[config.mk]
export PLATFORM = sky130hd
export DESIGN_NAME = rr_arbiter_4
export DESIGN_NICKNAME = d
export VERILOG_FILES = /design/src/rtl/rr_arbiter_4.sv
export SDC_FILE = /design/constraint.sdc
export NUM_CORES = 1
export LEC_CHECK = 0
export CORE_UTILIZATION = 25
export CTS_CLUSTER_SIZE = 14
export DETAILED_ROUTE_END_ITERATION = 10
export GPL_ROUTABILITY_DRIVEN = 0
export PLACE_DENSITY = 0.49
export SLEW_MARGIN = 20
export SYNTH_ARGS = -nofsm -noshare
export SYNTH_HDL_FRONTEND = slang
export SYNTH_SLANG_ARGS = --single-unit
[constraint.sdc]
create_clock -name clk -period 1.62 [get_ports clk]
set_clock_uncertainty 0.05 [all_clocks]
set_input_delay 0.405 -clock clk [delete_from_list [all_inputs] [get_ports clk]]
set_output_delay 0.405 -clock clk [all_outputs]
set_load 0.05 [all_outputs]
[src/rtl/rr_arbiter_4.sv]
// -----------------------------------------------------------------------------
// rr_arbiter_4
//
// Four-requester round-robin arbiter for one shared downstream select path.
// The owner keeps the grant for as long as it holds its request, but no
// longer than MAX_HOLD consecutive cycles. Every release, whether voluntary
// or forced, is followed by at least one idle cycle. After a release the
// previous owner becomes the lowest-priority requester.
//
// Parameters
//   MAX_HOLD  maximum consecutive grant cycles per ownership (1..255)
//
// Ports
//   clk      in   rising-edge clock
//   rst_n    in   asynchronous active-low reset
//   req      in   [3:0] level-sensitive request, one bit per master
//   gnt      out  [3:0] registered one-hot grant, 0000 when there is no owner
//   gnt_idx  out  [1:0] index of the current (or most recent) owner
//   busy     out  high while any gnt bit is high
//   timeout  out  one-cycle pulse in the idle cycle after a forced release
// -----------------------------------------------------------------------------
module rr_arbiter_4 #(
   parameter int unsigned MAX_HOLD = 8
) (
   input  logic       clk,
   input  logic       rst_n,
   input  logic [3:0] req,
   output logic [3:0] gnt,
   output logic [1:0] gnt_idx,
   output logic       busy,
   output logic       timeout
);

   typedef enum logic {
      IDLE  = 1'b0,
      GRANT = 1'b1
   } state_e;

   // The hold counter is 8 bits wide, so MAX_HOLD is only meaningful up to 255.
   localparam logic [7:0] HOLD_LIM = 8'(MAX_HOLD);

   state_e     state_q,   state_d;
   logic [1:0] owner_q,   owner_d;
   logic [1:0] last_q,    last_d;
   logic [7:0] cnt_q,     cnt_d;
   logic [3:0] gnt_q,     gnt_d;
   logic       busy_q,    busy_d;
   logic       timeout_q, timeout_d;

   // Circular scan starting just after the last-served master. The final
   // probe (k=4) wraps back to `last` itself, so the previous owner can be
   // re-granted only when nobody else is requesting.
   function automatic logic [1:0] rr_pick(input logic [3:0] r, input logic [1:0] last);
      logic [1:0] idx;
      logic [1:0] pick;
      logic       found;
      pick  = last;
      found = 1'b0;
      for (int k = 1; k <= 4; k++) begin
         idx = last + 2'(k);
         if (!found && r[idx]) begin
            pick  = idx;
            found = 1'b1;
         end
      end
      return pick;
   endfunction

   function automatic logic [3:0] decode(input logic [1:0] idx);
      return 4'b0001 << idx;
   endfunction

   always_comb begin
      state_d   = state_q;
      owner_d   = owner_q;
      last_d    = last_q;
      cnt_d     = cnt_q;
      gnt_d     = gnt_q;
      busy_d    = busy_q;
      timeout_d = 1'b0;

      case (state_q)
         IDLE: begin
            if (|req) begin
               owner_d = rr_pick(req, last_q);
               state_d = GRANT;
               gnt_d   = decode(owner_d);
               busy_d  = 1'b1;
               cnt_d   = 8'd1;
            end
         end

         GRANT: begin
            // Voluntary release takes precedence over the hold limit, so a
            // master dropping its request on the last allowed cycle does not
            // raise timeout.
            if (!req[owner_q]) begin
               state_d = IDLE;
               gnt_d   = 4'b0000;
               busy_d  = 1'b0;
               last_d  = owner_q;
            end else if (cnt_q == HOLD_LIM) begin
               state_d   = IDLE;
               gnt_d     = 4'b0000;
               busy_d    = 1'b0;
               last_d    = owner_q;
               timeout_d = 1'b1;
            end else begin
               cnt_d = cnt_q + 8'd1;
            end
         end

         default: begin
            state_d = IDLE;
            gnt_d   = 4'b0000;
            busy_d  = 1'b0;
         end
      endcase
   end

   // last resets to 3 so the first grant after reset favours master 0.
   always_ff @(posedge clk or negedge rst_n) begin
      if (!rst_n) begin
         state_q   <= IDLE;
         owner_q   <= 2'd0;
         last_q    <= 2'd3;
         cnt_q     <= 8'd0;
         gnt_q     <= 4'b0000;
         busy_q    <= 1'b0;
         timeout_q <= 1'b0;
      end else begin
         state_q   <= state_d;
         owner_q   <= owner_d;
         last_q    <= last_d;
         cnt_q     <= cnt_d;
         gnt_q     <= gnt_d;
         busy_q    <= busy_d;
         timeout_q <= timeout_d;
      end
   end

   assign gnt     = gnt_q;
   assign gnt_idx = owner_q;
   assign busy    = busy_q;
   assign timeout = timeout_q;

endmodule

# Word level (Yosys, flattened, before mapping)
# Index checks and enable logic that the tools add are counted.
[word_totals]
out_inout_bits = 8
inputBits = 6
reg_bits = 19
[op_classes]
reduce_logical = 11
addsub = 4
n_mux = 46
magnitude_cmp = 5
bitwise_logic = 1
n_eq_ne = 6
shifts = 1
[ops]
columns = ["cell", "count"]
rows = [
  ["$mux 8", 3],
  ["$mux 1", 23],
  ["$mux 2", 8],
  ["$pmux 8 s2", 1],
  ["$lt 2x3->1 const B", 5],
  ["$mux 4", 3],
  ["$bmux 1 s2", 5],
  ["$add 8x1->8 const B", 1],
  ["$eq 8x4->1 const B", 1],
  ["$pmux 4 s2", 1],
  ["$reduce_and 2->1", 3],
  ["$add 2x2->2 const B", 2],
  ["$ne 2x1->1 const B", 2],
  ["$ne 2x2->1 const B", 2],
  ["$pmux 1 s2", 2],
  ["$reduce_or 4->1", 1],
  ["$shl 1x2->4 const A", 1],
  ["$logic_and 1x1->1", 3],
  ["$logic_not 1->1", 3],
  ["$ne 3x2->1 const B", 1],
  ["$reduce_and 3->1", 1],
  ["$add 2x1->2 const B", 1],
  ["$not 1->1", 1],
]

# Longest topological paths before layout
[logic_depth]
depth_word = 24
mapped_depth = 7
ltp_nobuf = 6

# Least setup slack after synthesis
# Ideal clock, no wire load.
[synth_timing]
path_type = "register -> register"
startpoint = "register owner_q[1] (netlist: gnt_idx[1])"
endpoint = "register last_q[0]"
period_less_slack_ns = 2.093
required_ns = 1.488
arrival_time_ns = 1.960
path_stages_with_launch = 6
setup_slack_ns = -0.473
setup_time_ns = 0.082
cell_sequence = "dfrtp_1 > mux4_2 > o21ai_4 > and2_4 > buf_6 > mux2_4"
[synth_via]
elab_chain_cells = 4
[synth_rtl]
columns = ["item", "line_no", "text"]
rows = [
  ["start: declaration", "43", "logic [1:0] owner_q, owner_d;"],
  ["start signal: assignment", "133", "owner_q <= owner_d;"],
  ["$bmux 1 s2 *", "97", "if (!req[owner_q]) begin"],
  ["$mux 1 (not written as such) *", "97", ""],
  ["$ne 2x1->1 (no line)", "--", ""],
  ["$reduce_and 2->1 (no line)", "--", ""],
  ["end signal: assignment", "134", "last_q <= last_d;"],
  ["end: declaration", "44", "logic [1:0] last_q, last_d;"],
]
# Every way passes the cells marked *; elsewhere a longest branch is shown, timed or not. The select of a mux whose other input is x is not followed.
# A chain may end at the register's enable or synchronous reset.

# Final worst setup path
[layout_timing]
startpoint = "register owner_q[1] (netlist: gnt_idx[1])"
endpoint = "register last_q[1]"
[layout_via]
elab_chain_cells = 4
[layout_rtl]
columns = ["item", "line_no"]
rows = [
  ["$bmux 1 s2", "97"],
  ["$mux 1 (not written as such)", "97"],
  ["$ne 2x1->1 (no line)", "--"],
  ["$reduce_and 2->1 (no line)", "--"],
]
# Several ways; a longest one is shown, not always the timed one. The select of a mux whose other input is x is not followed.

==> summary.json <==
{
  "run_status": "finished with violations",
  "violations_in_the_final_reports": "setup timing",
  "grt_pass1_vias": 1007,
  "post_synth_inst_count": 105,
  "yosysUniqueCellTypes": 35,
  "layout-drive-gt1-share_pct": 40.7,
  "critical_path_class": "reg -> reg",
  "timing.final.max_slew_violations": 0,
  "cp_top_family": "multiplexers",
  "design.final.nets": 149,
  "stdcell_count": 190,
  "finalWorstPathRequiredPeriod_ns": 1.63,
  "global_route_wire_length_before_repair_mm": 4.57,
  "routed_wl_mm": 2.57,
  "path_cells": "mux4_2 > o21ai_4 > and2_4 > mux2_4",
  "syn2layout_area_growth_pct": 50.1,
  "clkSinkCount": 19,
  "final.hold.worst_slack_ns": 0.441,
  "grt_setup_unrepaired": "true",
  "cts_hold_buf": 0,
  "htree_num_levels": 1,
  "timing.setup.tns_ns": -0.0119,
  "dpl.cell_count": 184,
  "post_drt_via_cell_ratio": 4.81,
  "critPathCaptureType": "flip-flop",
  "max-slew-margin-rel_pct": 79.6,
  "timing.final.hold_violations": 0,
  "antennaDiodeCount": 0,
  "synth_register_bits": 19,
  "synthesis.area_per_instance_sq_um": 10.3,
  "leakage_uw": 0.000683,
  "via_count": 913,
  "cellPowerDensity_nw_per_um2": 1810,
  "placement.io_buffers": 13,
  "detail_route.drc_violations": 0,
  "ff2ff_path_depth": 4,
  "hold_path.class": "in -> async",
  "slowest_delay_ns": 0.55,
  "synth.top_cells.by_area": "sky130_fd_sc_hd__dfrtp_1 39%, sky130_fd_sc_hd__dfstp_2 4.9%, sky130_fd_sc_hd__mux2i_1 4.6%",
  "post_synthesis_sequential_area_ratio_pct": 44.2,
  "core_area_sq_um": 4090,
  "die_h_um": 67.8,
  "max-cap-violations": 0,
  "layout_setup_ws_ns": -0.00618,
  "setup-violations-final": 2,
  "detail_route.iter0.violations": 21,
  "die_x_um": 67.8,
  "most_frequent_cells_in_the_layout": "20 x sky130_fd_sc_hd__buf_4, 15 x sky130_fd_sc_hd__dfrtp_1, 13 x sky130_fd_sc_hd__nand2_1",
  "synth_top_area_share_pct": 39.4,
  "critical_path.reg2reg.startpoint": "gnt_idx[1]$_DFFE_PN0P_",
  "arrival_ns": 1.76,
  "worstSkewPairLatency_ns": 0.25,
  "cts.root.buffer_cell": "sky130_fd_sc_hd__clkbuf_8",
  "n_fill_cell": 400,
  "synth_warnings": 0,
  "ctsLongestPathBuffers": 2,
  "numCtsBuffers": 3,
  "clkSlewWorstSetupHoldPaths_ns": 0.07,
  "grt_usage_pct": 13.2,
  "initial_antenna_violation_count": 0,
  "synth.cell_area_sq_um": 1080,
  "critical_path.slowest_cell": "sky130_fd_sc_hd__mux4_2",
  "max_clock_freq_mhz": 615,
  "detailedRoute.firstPassIterationCount": 4,
  "timing.rr.end": "last_q[1]$_DFFE_PN1P_",
  "start_util_pct": 26.5,
  "worst_setup_path_startpoint": "gnt_idx[1]$_DFFE_PN0P_",
  "ff_latch_area_sq_um": 480,
  "row_count": 23,
  "globalRoute.totalOverflow": 0,
  "critPathLaunchType": "flip-flop",
  "detail-route-antenna-nets": 0,
  "detail_route.wl_per_cell_um": 13.5,
  "overall_power_of_the_completed_layout_uw": 2930,
  "finalCoreUtilization_pct": 39.7,
  "die_area_sq_um": 4590,
  "multiInputGateArea_sq_um": 623,
  "peakVddDrop_v": 0.000792,
  "postSynthNetCount": 113,
  "tightestPinTransition_ns": 0.302,
  "post-route-period-util_pct": 100,
  "grt_max_degree": 20,
  "clock_tree_from_tritoncts": "yes",
  "worst-r2r-setup-slack_ns": -0.006,
  "mostFrequentLayoutCell": "sky130_fd_sc_hd__buf_4",
  "cp.required_ns": 1.76,
  "critPathBufInv": 0,
  "synthDominantAreaCellType": "sky130_fd_sc_hd__dfrtp_1",
  "boundaryPins": 14,
  "crit_fanout": 3,
  "place_hpwl_mm": 1.92
}
worst max-delay path by stage:
stage	end	cells past startpoint
finish	last_q[1]$_DFFE_PN1P_	4
global route	last_q[0]$_DFFE_PN1P_	4
CTS	cnt_q[5]$_DFFE_PN0P_	5
detailed placement	cnt_q[5]$_DFFE_PN0P_	6
global placement	cnt_q[5]$_DFFE_PN0P_	6
floorplan	last_q[0]$_DFFE_PN1P_	5
logic make-up (layout without fill, tap and decap cells):
kind of cell / count (synthesis) / count (layout) / synth area share (%)
muxes: 8 / 8 / 9.49
AOI/OAI and AO/OA: 29 / 29 / 19.4
adders and majority gates: 2 / 2 / 2.31
DFF: 19 / 19 / 44.2
and+or+nand+nor: 35 / 35 / 17.8
buffers and inverters: 11 / 46 / 5.90
xor gates and xnor gates: 1 / 1 / 0.810
per-stage QoR:
stage          worst slack [ns]  cell area [sq um]
6_report               -0.00618               1620
5_1_grt                 -0.0460               1620
4_1_cts                 -0.0158               1580
3_5_place_dp             -0.611               1490
3_3_place_gp             -0.538               1490
2_1_floorplan            -0.316               1080
cell type report:
class / instances / area share (%)
flip-flops and latches: 19 / 29.6
well taps: 50 / 3.86
clock buffers: 4 / 2.78
inverters: 7 / 1.62
multi-input cells: 75 / 38.4
repair buffers: 35 / 23.7
power by group:
group	internal, uW	switching, uW	leakage (uW)
registers	646	159	0.000240
clock network	175	156	0.0000228
logic	883	915	0.000420
total	1700	1230	0.000683
cell usage after synthesis (all sizes together):
cell type,count
nand3,3
a21o,2
nand2,14
and4,1
clkbuf,1
nand4bb,1
a221o,1
nor3,1
mux4,1
nand2b,6
or4,1
o32ai,4
nor2b,1
a211oi,5
nor2,4
buf,3
o21ai,11
o211ai,2
or2b,1
a22o,1
a21oi,1
or3,1
o21a,1
ha,2
dfstp,2
dfrtp,17
mux2i,5
and2,1
mux2,2
a221oi,1
xor2,1
inv,7
per-layer routing:
metal	wire length, um	GRT usage [%]	vias up
met4	29	2.93	0
met3	91	3.04	4
li1	-	-	444
met2	1270	23.1	24
met1	1170	16.1	441
met5	0	0	-
timing repair:
action	CTS	global route
endpoints found under the setup margin	18	15
setup buffers	2	0
gates resized for setup	15	12
pin swaps	3	7
registers in the layout, indices dropped and copies added, names as in the netlist:
signal and cells:
cnt_q 8, last_q 2, gnt 4, busy 1
timeout 1, gnt_idx 2, state_q 1
Power figures use the tool's default switching activity.
